==> config.mk <==
export PLATFORM = sky130hd
export DESIGN_NAME = udm_accel_bridge
export DESIGN_NICKNAME = d
export VERILOG_FILES = /design/src/rtl/udm_accel_bridge_pkg.sv /design/src/rtl/udm_resp_fifo.sv /design/src/rtl/udm_accel_bridge.sv
export SDC_FILE = /design/constraint.sdc
export NUM_CORES = 1
export LEC_CHECK = 0
export CAP_MARGIN = 30
export CORE_UTILIZATION = 28
export CTS_CLUSTER_SIZE = 8
export DETAILED_ROUTE_END_ITERATION = 7
export PLACE_DENSITY_LB_ADDON = 0.3
export SKIP_CTS_REPAIR_TIMING = 1
export SLEW_MARGIN = 10
export SYNTH_ARGS = -nofsm -noshare
export SYNTH_HDL_FRONTEND = slang
export SYNTH_SLANG_ARGS = --single-unit
==> constraint.sdc <==
create_clock -name clk_i -period 5.45 [get_ports clk_i]
set_input_delay 1.09 -clock clk_i [delete_from_list [all_inputs] [get_ports clk_i]]
set_output_delay 1.09 -clock clk_i [all_outputs]
set_load 0.02 [all_outputs]
==> src/rtl/udm_accel_bridge_pkg.sv <==
// Shared register map, STATUS layout and helpers for the UDM accelerator bridge.
package udm_accel_bridge_pkg;

  // Offsets inside the 4 KB accelerator CSR window
  localparam logic [11:0] CTRL_OFF      = 12'h000;
  localparam logic [11:0] STATUS_OFF    = 12'h004;
  localparam logic [11:0] RESP_DATA_OFF = 12'h008;
  localparam logic [11:0] CMD_BASE_OFF  = 12'h040;

  // Offsets from the GPIO base
  localparam logic [31:0] LED_OFF = 32'h0000_0000;
  localparam logic [31:0] SW_OFF  = 32'h0000_0004;

  // STATUS register layout
  localparam int unsigned ST_BUSY_BIT      = 0;
  localparam int unsigned ST_UNDERFLOW_BIT = 1;
  localparam int unsigned ST_FULL_BIT      = 2;
  localparam int unsigned ST_COUNT_LSB     = 8;

  localparam logic [31:0] ERR_DATA_DEFAULT = 32'hDEAD_BEEF;

  // Replace only the bytes whose enable is set
  function automatic logic [31:0] be_merge(input logic [31:0] old_w,
                                           input logic [31:0] new_w,
                                           input logic [3:0]  be);
    logic [31:0] r;
    r = old_w;
    for (int unsigned k = 0; k < 4; k++) begin
      if (be[k]) r[8*k +: 8] = new_w[8*k +: 8];
    end
    return r;
  endfunction

endpackage

==> src/rtl/udm_resp_fifo.sv <==
// Synchronous FIFO holding accelerator responses until the UDM master reads them.
module udm_resp_fifo #(
  parameter int unsigned WIDTH     = 32,
  parameter int unsigned DEPTH_POW = 3
) (
  input  logic                 clk_i,
  input  logic                 rst_i,
  input  logic                 push_i,
  input  logic [WIDTH-1:0]     data_i,
  input  logic                 pop_i,
  output logic [WIDTH-1:0]     data_o,
  output logic                 full_o,
  output logic                 empty_o,
  output logic [DEPTH_POW:0]   count_o
);

  localparam int unsigned DEPTH = 1 << DEPTH_POW;
  // Keep at least one pointer bit so a depth-1 FIFO still elaborates
  localparam int unsigned PTR_W = (DEPTH_POW == 0) ? 1 : DEPTH_POW;
  localparam logic [PTR_W-1:0]   LAST_PTR = PTR_W'(DEPTH - 1);
  localparam logic [DEPTH_POW:0] FULL_CNT = (DEPTH_POW + 1)'(DEPTH);

  logic [WIDTH-1:0]   mem_q [DEPTH];
  logic [PTR_W-1:0]   wr_ptr_q, wr_ptr_d;
  logic [PTR_W-1:0]   rd_ptr_q, rd_ptr_d;
  logic [DEPTH_POW:0] count_q, count_d;
  logic               do_push, do_pop;

  assign full_o  = (count_q == FULL_CNT);
  assign empty_o = (count_q == '0);
  assign count_o = count_q;
  assign data_o  = mem_q[rd_ptr_q];

  assign do_push = push_i && !full_o;
  assign do_pop  = pop_i && !empty_o;

  // Pointer and occupancy next-state; pointers wrap explicitly at DEPTH-1
  always_comb begin
    wr_ptr_d = wr_ptr_q;
    rd_ptr_d = rd_ptr_q;
    count_d  = count_q;
    if (do_push) wr_ptr_d = (wr_ptr_q == LAST_PTR) ? '0 : wr_ptr_q + PTR_W'(1);
    if (do_pop)  rd_ptr_d = (rd_ptr_q == LAST_PTR) ? '0 : rd_ptr_q + PTR_W'(1);
    case ({do_push, do_pop})
      2'b10:   count_d = count_q + (DEPTH_POW + 1)'(1);
      2'b01:   count_d = count_q - (DEPTH_POW + 1)'(1);
      default: count_d = count_q;
    endcase
  end

  // Control state with synchronous reset
  always_ff @(posedge clk_i) begin
    if (rst_i) begin
      wr_ptr_q <= '0;
      rd_ptr_q <= '0;
      count_q  <= '0;
    end else begin
      wr_ptr_q <= wr_ptr_d;
      rd_ptr_q <= rd_ptr_d;
      count_q  <= count_d;
    end
  end

  // Storage array; contents are don't-care until written
  always_ff @(posedge clk_i) begin
    if (do_push) mem_q[wr_ptr_q] <= data_i;
  end

endmodule

==> src/rtl/udm_accel_bridge.sv <==
// UDM bus slave: command staging/launch to one accelerator, response FIFO, LED/SW GPIO.
module udm_accel_bridge
  import udm_accel_bridge_pkg::*;
#(
  parameter int unsigned CMD_WORDS           = 4,
  parameter int unsigned RESP_FIFO_DEPTH_POW = 3,
  parameter logic [31:0] CSR_BASE            = 32'h1000_0000,
  parameter logic [31:0] GPIO_BASE           = 32'h0000_0000,
  parameter int unsigned LED_WIDTH           = 16,
  parameter int unsigned SW_WIDTH            = 16,
  parameter logic [31:0] ERR_DATA            = ERR_DATA_DEFAULT
) (
  input  logic                      clk_i,
  input  logic                      rst_i,
  input  logic                      bus_req_i,
  input  logic                      bus_we_i,
  input  logic [31:0]               bus_addr_bi,
  input  logic [3:0]                bus_be_bi,
  input  logic [31:0]               bus_wdata_bi,
  output logic                      bus_ack_o,
  output logic                      bus_resp_o,
  output logic [31:0]               bus_rdata_bo,
  input  logic [SW_WIDTH-1:0]       sw_i,
  output logic [LED_WIDTH-1:0]      led_o,
  output logic                      cmd_req_o,
  output logic [CMD_WORDS*32-1:0]   cmd_data_bo,
  input  logic                      cmd_ack_i,
  input  logic                      resp_req_i,
  input  logic [31:0]               resp_data_bi,
  output logic                      resp_ack_o
);

  localparam logic [0:0] ST_IDLE = 1'b0;
  localparam logic [0:0] ST_BUSY = 1'b1;
  localparam int unsigned CNT_W = RESP_FIFO_DEPTH_POW + 1;

  logic [0:0]              state_q, state_d;
  logic [CMD_WORDS*32-1:0] cmd_data_q, cmd_data_d;
  logic [31:0]             stage_q [CMD_WORDS];
  logic [31:0]             stage_d [CMD_WORDS];
  logic [LED_WIDTH-1:0]    led_q, led_d;
  logic                    underflow_q, underflow_d;
  logic                    resp_q, resp_d;
  logic [31:0]             rdata_q, rdata_d;

  logic                    csr_hit, led_hit, sw_hit;
  logic [11:0]             csr_off;
  logic                    cmd_busy, launch_req, bus_acc, wr_acc, rd_acc, launch;
  logic                    resp_rd, fifo_push, fifo_pop, fifo_full, fifo_empty;
  logic [CNT_W-1:0]        fifo_count;
  logic [31:0]             fifo_head, status_w;

  assign csr_hit = (bus_addr_bi[31:12] == CSR_BASE[31:12]);
  assign csr_off = bus_addr_bi[11:0];
  assign led_hit = (bus_addr_bi == GPIO_BASE + LED_OFF);
  assign sw_hit  = (bus_addr_bi == GPIO_BASE + SW_OFF);

  assign cmd_busy   = (state_q == ST_BUSY);
  assign launch_req = bus_req_i && bus_we_i && csr_hit && (csr_off == CTRL_OFF) && bus_wdata_bi[0];
  // A launch against an occupied slot stalls, but may complete on the handshake cycle itself
  assign bus_ack_o  = bus_req_i && !(launch_req && cmd_busy && !cmd_ack_i);
  assign bus_acc    = bus_req_i && bus_ack_o;
  assign wr_acc     = bus_acc && bus_we_i;
  assign rd_acc     = bus_acc && !bus_we_i;
  assign launch     = bus_acc && launch_req;

  assign resp_rd    = rd_acc && csr_hit && (csr_off == RESP_DATA_OFF);
  assign fifo_pop   = resp_rd && !fifo_empty;
  assign resp_ack_o = !fifo_full;
  assign fifo_push  = resp_req_i && resp_ack_o;

  udm_resp_fifo #(
    .WIDTH     (32),
    .DEPTH_POW (RESP_FIFO_DEPTH_POW)
  ) u_resp_fifo (
    .clk_i   (clk_i),
    .rst_i   (rst_i),
    .push_i  (fifo_push),
    .data_i  (resp_data_bi),
    .pop_i   (fifo_pop),
    .data_o  (fifo_head),
    .full_o  (fifo_full),
    .empty_o (fifo_empty),
    .count_o (fifo_count)
  );

  // STATUS view: unused bits read as zero
  always_comb begin
    status_w                      = '0;
    status_w[ST_BUSY_BIT]         = cmd_busy;
    status_w[ST_UNDERFLOW_BIT]    = underflow_q;
    status_w[ST_FULL_BIT]         = fifo_full;
    status_w[ST_COUNT_LSB +: 8]   = 8'(fifo_count);
  end

  // Byte-enabled register writes, W1C underflow and underflow detection
  always_comb begin
    stage_d     = stage_q;
    led_d       = led_q;
    underflow_d = underflow_q;
    if (wr_acc) begin
      for (int unsigned i = 0; i < CMD_WORDS; i++) begin
        if (csr_hit && (csr_off == CMD_BASE_OFF + 12'(4 * i)))
          stage_d[i] = be_merge(stage_q[i], bus_wdata_bi, bus_be_bi);
      end
      if (csr_hit && (csr_off == STATUS_OFF) && bus_be_bi[0] && bus_wdata_bi[ST_UNDERFLOW_BIT])
        underflow_d = 1'b0;
      if (!csr_hit && led_hit)
        led_d = LED_WIDTH'(be_merge(32'(led_q), bus_wdata_bi, bus_be_bi));
    end
    if (resp_rd && fifo_empty) underflow_d = 1'b1;
  end

  // Launch FSM: a launch snapshots staging; the handshake frees the slot unless relaunched
  always_comb begin
    state_d    = state_q;
    cmd_data_d = cmd_data_q;
    if (launch) begin
      state_d = ST_BUSY;
      for (int unsigned i = 0; i < CMD_WORDS; i++) cmd_data_d[32*i +: 32] = stage_q[i];
    end else if (cmd_busy && cmd_ack_i) begin
      state_d = ST_IDLE;
    end
  end

  // Read mux; CTRL is write-only and reads as zero, anything unmapped returns ERR_DATA
  always_comb begin
    rdata_d = rdata_q;
    resp_d  = rd_acc;
    if (rd_acc) begin
      rdata_d = ERR_DATA;
      if (csr_hit) begin
        if (csr_off == CTRL_OFF)           rdata_d = '0;
        else if (csr_off == STATUS_OFF)    rdata_d = status_w;
        else if (csr_off == RESP_DATA_OFF) rdata_d = fifo_empty ? '0 : fifo_head;
        else begin
          for (int unsigned i = 0; i < CMD_WORDS; i++) begin
            if (csr_off == CMD_BASE_OFF + 12'(4 * i)) rdata_d = stage_q[i];
          end
        end
      end else if (led_hit) begin
        rdata_d = 32'(led_q);
      end else if (sw_hit) begin
        rdata_d = 32'(sw_i);
      end
    end
  end

  // State registers with synchronous active-high reset
  always_ff @(posedge clk_i) begin
    if (rst_i) begin
      state_q     <= ST_IDLE;
      cmd_data_q  <= '0;
      for (int unsigned i = 0; i < CMD_WORDS; i++) stage_q[i] <= '0;
      led_q       <= '0;
      underflow_q <= 1'b0;
      resp_q      <= 1'b0;
      rdata_q     <= '0;
    end else begin
      state_q     <= state_d;
      cmd_data_q  <= cmd_data_d;
      stage_q     <= stage_d;
      led_q       <= led_d;
      underflow_q <= underflow_d;
      resp_q      <= resp_d;
      rdata_q     <= rdata_d;
    end
  end

  assign led_o        = led_q;
  assign cmd_req_o    = cmd_busy;
  assign cmd_data_bo  = cmd_data_q;
  assign bus_resp_o   = resp_q;
  assign bus_rdata_bo = rdata_q;

endmodule

# Word-level counts from Yosys, hierarchy flattened
# Memory sizes are Yosys's and may differ from the RTL's. A register that Yosys moved wholly into a read port is not among the register bits.
# Index checks and enable logic that the tools add are counted.
totals:
  regBits: 317
  out_inout_bits: 180
  mem_count: 1
  word_cells: 126
  input_bits: 122
  mem_bits_rw: 256
mem_list:
  columns: ["memory", "depth", "word_bits", "rd", "rd_clocked_by_memory_dff", "write_ports", "line", "source"]
  rows:
  - ["u_resp_fifo.mem_q", 8, 32, 1, 1, 1, "udm_resp_fifo.sv:23", "logic [WIDTH-1:0] mem_q [DEPTH];"]
classes:
  mux: 23
  eq_ne: 13
  addsub: 4
  n_reduce_logical: 59
op_table:
  columns: ["op", "count"]
  rows:
  - ["$mux 32", 11]
  - ["$reduce_and 3->1", 18]
  - ["$eq 12x7->1 const B", 4]
  - ["$eq 32x3->1 const B", 1]
  - ["$logic_not 32->1", 1]
  - ["$logic_and 1x1->1", 27]
  - ["$eq 20x17->1 const B", 1]
  - ["$eq 12x3->1 const B", 1]
  - ["$eq 12x4->1 const B", 1]
  - ["$logic_not 12->1", 1]
  - ["$mux 3", 4]
  - ["$pmux 4 s2", 1]
  - ["$reduce_bool 2->1", 4]
  - ["$mux 1", 7]
  - ["$add 3x1->3 const B", 2]
  - ["$eq 3x3->1 const B", 2]
  - ["$logic_not 1->1", 6]
  - ["$add 4x1->4 const B", 1]
  - ["$eq 4x4->1 const B", 1]
  - ["$logic_not 4->1", 1]
  - ["$sub 4x1->4 const B", 1]
  - ["$eq 2x1->1 const B", 1]
  - ["$eq 2x2->1 const B", 1]
  - ["$reduce_and 2->1", 1]

# Longest topological paths before layout
depth:
  word_depth: 16
  ltp_mapped: 13
  mapped_depth_nobuf: 11

# Cells and area by module
# From an unflattened synthesis, not the netlist that was laid out.
hier_totals:
  hier_cells: 1943
  area_unflattened_um2: 23463.8
by_module_without_submodules:
  columns: ["mod", "seq_area_each_um2", "area_each_um2", "cells_per_inst", "instances"]
  rows:
  - ["udm_accel_bridge", 6145.9, 13033.8, 1493, 1]
  - ["udm_resp_fifo", 7947.6, 10430.0, 450, 1]

# Worst setup path after synthesis
# Ideal clock, no wire load.
synth_path:
  path_type: "input-to-reg"
  start: "input resp_req_i"
  end: "memory u_resp_fifo.mem_q[0][0] (enable)"
  slack_ps: 597
  required_ps: 4948
  setup_time_ps: 502
  n_path_buf: 0
  arrival_ps: 4351
  path_stages: 2
  cell_sequence: "nand2_1 > nor4_1"
synth_between:
  elab_chain_len: 4
synth_rtl:
  columns: ["element", "line", "source"]
  rows:
  - ["start, declared", "udm_accel_bridge.sv:28", "input logic resp_req_i,"]
  - ["$logic_and 1x1->1", "udm_accel_bridge.sv:70", "assign fifo_push = resp_req_i && resp_ack_o;"]
  - ["$logic_and 1x1->1", "udm_resp_fifo.sv:34", "assign do_push = push_i && !full_o;"]
  - ["$mux 1", "udm_resp_fifo.sv:66", "if (do_push) mem_q[wr_ptr_q] <= data_i;"]
  - ["$mux 1 (implied by the code)", "udm_resp_fifo.sv:66", null]
  - ["end, declared", "udm_resp_fifo.sv:23", null]
# Every way passes these cells.

# Final worst setup path
layout_path:
  start: "input bus_addr_bi[9]"
  end: "output bus_ack_o"
layout_between:
  elab_chain_len: 7
layout_rtl:
  columns: ["element", "line", "source"]
  rows:
  - ["start, declared", "udm_accel_bridge.sv:17", "input logic [31:0] bus_addr_bi,"]
  - ["$logic_not 12->1", "udm_accel_bridge.sv:59", "assign launch_req = bus_req_i && bus_we_i && csr_hit && (csr_off == CTRL_OFF) && bus_wdata_bi[0];"]
  - ["$logic_and 1x1->1 (2 in series)", "udm_accel_bridge.sv:59", null]
  - ["$logic_and 1x1->1 (2 in series)", "udm_accel_bridge.sv:61", "assign bus_ack_o = bus_req_i && !(launch_req && cmd_busy && !cmd_ack_i);"]
  - ["$logic_not 1->1", "udm_accel_bridge.sv:61", null]
  - ["$logic_and 1x1->1", "udm_accel_bridge.sv:61", null]
  - ["end, declared", "udm_accel_bridge.sv:20", "output logic bus_ack_o,"]
# Every way passes these cells.

==> flow_summary.json <==
{
  "worstPathRequired_ps": 4360,
  "rsz0062_at_grt": "no",
  "skew_ps": 38.4,
  "fmax_mhz": 202,
  "first_global_vias": 17700,
  "synth_simple_gate_area_frac": 0.131,
  "pin_count": 302,
  "synth_top_family_by_area": "multiplexers",
  "cts_tree": "yes",
  "final_common_cell": "dfxtp_1",
  "h-tree-depth": 3,
  "gp_congestion": 0.883,
  "synth_nets": 2118,
  "synth_xor_area_frac": 0.00109,
  "maxCapViolations": 0,
  "antenna_found_initial": 11,
  "slew_viol_final": 0,
  "setup_viol": 0,
  "power_density_nw_per_um2": 318,
  "numCtsBuffers": 82,
  "min_period_ps": 4940,
  "min_path_type": "reg -> reg",
  "netlist_area_um2": 24200,
  "relSlewSlack": 0.361,
  "synth-seq-cells": 576,
  "grt_pass1_wl_um": 123000,
  "fp.dieArea_um2": 87500,
  "layout-drive-gt1-share": 0.117,
  "syn_area_per_cell_um2": 12.1,
  "hpwlAfterDp_um": 58500,
  "clk_latency_ps": 630,
  "dpl-instance-area_um2": 28400,
  "synthCells": 1989,
  "synthMuxAreaShare": 0.152,
  "cp-end-kind": "output pin",
  "wire_per_inst_um": 24.6,
  "cts_root_buf": "clkbuf_16",
  "finalNonFillerCells": 3432,
  "final_cell_mix": "317 x dfxtp_1, 298 x clkdlybuf4s50_1, 256 x edfxtp_1",
  "dr.pass1.iters": 6,
  "io_buffers": 301,
  "synth_edf_count": 256,
  "synthDistinctLibCells": 61,
  "dp.cells": 3305,
  "routed_wl_um": 84500,
  "chipHeight_um": 296,
  "start_util": 0.283,
  "synth_warnings": 0,
  "synthArstFlopShare": 0,
  "post_synth_fa_ha_maj_area_fraction": 0.00362,
  "worstPathMaxFanout": 4,
  "grt_max_degree": 116,
  "arrival_ps": 3850,
  "startpoint_type": "input pin",
  "cts.sink_count": 576,
  "clockBufferDepth": 3,
  "vias_per_cell": 5.22,
  "finalCoreUtilization": 0.361,
  "hold_violations": 0,
  "core_um2": 85300,
  "ant_nets": 0,
  "synthFlopType": "dfxtp_1",
  "power_mw": 9.79,
  "drc": 0,
  "grt.total_usage": 0.190,
  "num_vias": 17900,
  "synth_compound_area_frac": 0.0994,
  "drtIter0Drc": 1886,
  "gr-total-overflow": 0,
  "peakVddDrop_mv": 0.212,
  "tightest_slew_ps": 953,
  "synth_seq_area_share": 0.583,
  "status": "completed",
  "syn_to_final_growth_pct": 27.4,
  "rows": 107,
  "die_width_um": 296,
  "nets": 2376,
  "critPathKind": "in -> out",
  "p_leak_nw": 10.3,
  "period_share": 0.907,
  "tns_ps": 0,
  "fin_area_um2": 30800,
  "clkSlewWorstSetupHoldPaths_ps": 50
}
final timing paths:
check                           depth (start not counted)                     end  slack [ps]                   start
worst max-delay path                                    6               bus_ack_o         510          bus_addr_bi[9]
worst min-delay path                                    2        bus_rdata_bo[29]         460        bus_rdata_bo[29]
worst min register to register                          2        bus_rdata_bo[29]         460        bus_rdata_bo[29]
worst max register to register                         10  u_resp_fifo.count_o[2]        2660  u_resp_fifo.count_o[0]
state kept, by name (all words and copies together), names as in the netlist, named ones only:
register	flops
bus_resp_o	1
stage_q	128
u_resp_fifo.rd_ptr_q	3
bus_rdata_bo	32
cmd_req_o	1
cmd_data_bo	128
u_resp_fifo.count_o	4
led_o	16
u_resp_fifo.mem_q	256
underflow_q	1
u_resp_fifo.wr_ptr_q	3
worst max-delay path, stage by stage:
cell,delay [ps]
clkdlybuf4s50_1,450
or4_1,790
nor4_4,320
nand2_1,120
o41a_1,490
clkdlybuf4s50_1,580
synth_stat cells (3+ instances only):
| cell type | count | share of area |
|---|---|---|
| o32ai_1 | 10 | 0.0036 |
| nor4_4 | 4 | 0.0035 |
| nor2_1 | 54 | 0.0084 |
| and3_1 | 3 | 0.00078 |
| nor4_2 | 3 | 0.0016 |
| dfxtp_1 | 320 | 0.27 |
| a21oi_1 | 163 | 0.034 |
| nand2_1 | 51 | 0.0079 |
| inv_1 | 4 | 0.00062 |
| nand2b_1 | 166 | 0.043 |
| or3_1 | 10 | 0.0026 |
| o2bb2ai_1 | 9 | 0.0033 |
| o311ai_0 | 5 | 0.0018 |
| clkbuf_1 | 125 | 0.019 |
| edfxtp_1 | 256 | 0.32 |
| mux2_2 | 14 | 0.0065 |
| ha_1 | 7 | 0.0036 |
| o21ai_0 | 181 | 0.037 |
| a211o_1 | 7 | 0.0025 |
| nor3_2 | 3 | 0.0012 |
| a222oi_1 | 5 | 0.0021 |
| nor3_1 | 23 | 0.0048 |
| nor2b_1 | 20 | 0.0052 |
| or4_1 | 4 | 0.0012 |
| nor4_1 | 9 | 0.0023 |
| xor2_1 | 3 | 0.0011 |
| nand4_1 | 142 | 0.037 |
| mux4_2 | 74 | 0.069 |
| buf_2 | 34 | 0.0070 |
| nand3_1 | 15 | 0.0031 |
| a211oi_1 | 15 | 0.0047 |
| o31ai_1 | 4 | 0.0012 |
| nand4_2 | 5 | 0.0026 |
| a22oi_1 | 4 | 0.0012 |
| buf_1 | 11 | 0.0017 |
| o22ai_1 | 9 | 0.0023 |
| mux2i_1 | 185 | 0.077 |
cell families after synthesis:
logic type / Yosys count
buf+inv: 176
fa+ha+maj: 7
xor+xnor: 3
mux: 273
compound gates: 428
simple gates: 526
flops: 576
through the flow:
step	worst slack (ps)	hold slack [ps]
finish	508	459
global route	458	494
floorplan	597	454
CTS	556	470
detailed placement	555	458
global placement	557	444
layer usage:
layer,global-route usage,share of wire
met3,0.0440,0.084
met5,0,0.00098
met4,0.0452,0.017
met2,0.294,0.45
met1,0.268,0.45
final cells by class:
type	instances	area, µm²
fill	8310	54500
sequential	576	14100
multi-input combinational	1237	9420
timing repair buffer	346	3440
clock buffer	118	2250
tap	1144	1430
clock inverter	5	113
inverter	4	15.0
antenna	2	5.00
where the power goes:
| group | internal [mW] | switching [mW] |
|---|---|---|
| combinational | 0.192 | 0.265 |
| clock | 2.84 | 1.89 |
| sequential | 4.57 | 0.0321 |
| total | 7.60 | 2.19 |
No activity file was read; power rests on OpenSTA's default activity.
==> edit, RTL diff (config.mk and constraints unchanged) <==
Reset style: asynchronous (`rst_i`), changed in 2 clocked blocks. Comments in the files are not updated.
--- a/src/rtl/udm_resp_fifo.sv
+++ b/src/rtl/udm_resp_fifo.sv
@@ -50,5 +50,5 @@
 
   // Control state with synchronous reset
-  always_ff @(posedge clk_i) begin
+  always_ff @(posedge clk_i or posedge rst_i) begin
     if (rst_i) begin
       wr_ptr_q <= '0;
--- a/src/rtl/udm_accel_bridge.sv
+++ b/src/rtl/udm_accel_bridge.sv
@@ -148,5 +148,5 @@
 
   // State registers with synchronous active-high reset
-  always_ff @(posedge clk_i) begin
+  always_ff @(posedge clk_i or posedge rst_i) begin
     if (rst_i) begin
       state_q     <= ST_IDLE;
Behaviour: not the same (a bounded check fails within 4 cycles, from zero or initial values and one cycle with rst_i high; the reset may be asserted at any time).
==> edit against the original RTL <==
Maximum frequency is 1.2% lower; worst setup slack worse by 0.059 ns; hold slack better by 0.035 ns; wire length is 14% lower; total power is 6.3% higher; area after synthesis hardly changed; largest cell class unchanged; sequential cell count is 3 lower; die area hardly changed; count of clock-buffer cells in the layout is 1 lower; cell area is 0.81% higher; highest routed layer unchanged.
==> edit: results (changes against the original RTL) <==
The tools report the worst clock skew on the final layout as 0.0344 ns (-0.00401 ns). The worst slack on hold paths was 0.494 ns (+0.0345 ns); the number of vias per cell after detailed routing was 4.80 (-8.1%). The part of the total power dissipated in combinational logic is 0.074 (+0.027).

The cell family with the largest share of critical-path delay is buffers and inverters. The worst hold path begins at cmd_data_bo[120]$_DFFE_PP0P_. The number of cells traversed by the worst hold path came out at 1 (-1). The number of cells on the worst reg-to-reg path works out to 5 (-5). The maximum ir drop on the vdd rail was 0.207 mV (-2.5%). The run gives 0.831 (-5.8%) as the final weighted congestion in routability-driven placement. The number of nets in the layout was 1933 (-19%).

The flow ran to the end, and the final reports show no timing, DRC or antenna violations. The synthesized area divided by synthesized cell count was 16.7 µm² (+37%); the placed cell area was 28600 µm² (+0.96%). The async set-or-reset flop fraction in the synthesized netlist works out to 0.553 (+0.553). The endpoint of the worst-slack reg-to-reg timing path was bus_rdata_bo[0]$_DFFE_PP0P_.

For the largest net degree at the start of global routing, the log shows 143 (+23%). For the number of cells in the finished layout apart from fillers, the log shows 2992 (-13%). The tools report the unique cell type count in the Yosys netlist as 63 (+3.3%). The run gives 0.219 (-0.0487) as the global-route met1 utilization.

The clock input transition at the sequential cells of the worst setup and hold paths is 0.05 ns (about the same). After synthesis, the cell types taking the most area are dfrtp_1, edfxtp_1, mux2_2. The global-route wire length before repair came out at 105000 µm (-14%). The tools report the met1 wire length as 31700 µm (-16%). The beginning of the worst register-to-register path was u_resp_fifo.rd_ptr_q[1]$_DFFE_PP0P_.

The worst setup slack for register-to-register paths is 2.51 ns (-0.15 ns), and the endpoint arrival time on the critical path is 3.91 ns (+0.06 ns). The global routing met3 resource utilization came out at 0.0531 (+0.00914). End point of the worst hold path: cmd_data_bo[120]$_DFFE_PP0P_. The logs give 804 (-57%) for the number of DRC violations after detailed-routing iteration 0 and 50800 µm (-13%) for the half-perimeter wire length after placement. The mean routed wirelength per cell was 24.3 µm (-1.1%); the sequential cell power was 4.95 mW (+7.6%). The first-pass iteration count of the detailed router came out at 5 (-1).

The commonest cells after synthesis are dfrtp_1, edfxtp_1, mux2_2, mux2_4, mux4_2. Number of cells after detailed placement: 2862 (-13%). The internal power component was 7.91 mW (+4.1%); the pin slew with the least headroom to its limit was 0.881 ns (-0.0723 ns). The global-route usage over all layers came out at 0.165 (-0.0248). The run gives 3 (unchanged) as the number of buffers on the longest clock path. The slowest cell on the critical path was clkdlybuf4s50_1. The tools report the routed wire length on met3 as 6060 µm (-14%).

The met2 layer usage reported by global route is 0.258 (-0.0358). The delay contributed by the slowest stage of the critical path is 0.55 ns (-0.24 ns). The worst slack at placement is 0.196 ns (-0.359 ns), and the number of filler cells placed in the layout is 8092 (-2.6%).

The fraction of final layout cells with drive strength greater than 1 was 0.280 (+0.163).
==> edit: cell count changes in the layout (fill, tap and decap cells not counted), moves of 20 or more <==
| cell | unedited run | this run |
|---|---|---|
| mux2_2 | 14 | 185 |
| mux2i_1 | 185 | 56 |
| o21ai_0 | 181 | 19 |
| nand2b_1 | 165 | 10 |
| nand4_1 | 142 | 9 |
| dfrtp_1 | 0 | 314 |
| a21oi_1 | 163 | 35 |
| o22ai_1 | 9 | 35 |
| nand2_1 | 51 | 31 |
| dfxtp_1 | 317 | 0 |
| mux2_4 | 0 | 100 |
==> edit: cell type report <==
class	count	area, µm²	share of cell area
Sequential cell	573	15600	0.504
Clock inverter	9	184	0.00593
Timing Repair Buffer	346	3400	0.110
Inverter	6	26.3	0.000847
Multi-Input combinational cell	794	8170	0.263
Clock buffer	117	2180	0.0704
Tap cell	1144	1430	0.0461
Antenna cell	3	7.51	0.000242
==> edit: kinds of logic (layout without fill, tap and decap cells) <==
logic type / Yosys count / after routing / share of synthesized area
AOI/OAI and AO/OA: 172 / 172 / 0.0480
xor gates and xnor gates: 4 / 4 / 0.00145
adders and majority gates: 8 / 8 / 0.00445
buffers and inverters: 84 / 478 / 0.0181
DFF: 573 / 573 / 0.646
muxes: 412 / 412 / 0.232
other: 0 / 3 / 0
and+or+nand+nor: 198 / 198 / 0.0499
==> edit: how the worst max path moves through the flow <==
stage,endpoint,slack [ns],startpoint
after global placement,bus_ack_o,0.27,bus_addr_bi[26]
after detailed placement,bus_ack_o,0.20,bus_addr_bi[26]
final,bus_ack_o,0.45,bus_addr_bi[26]
after CTS,bus_ack_o,0.18,bus_addr_bi[26]
after floorplan,bus_rdata_bo[0]$_DFFE_PP0P_,0.14,rst_i
after global routing,bus_ack_o,0.30,bus_addr_bi[26]
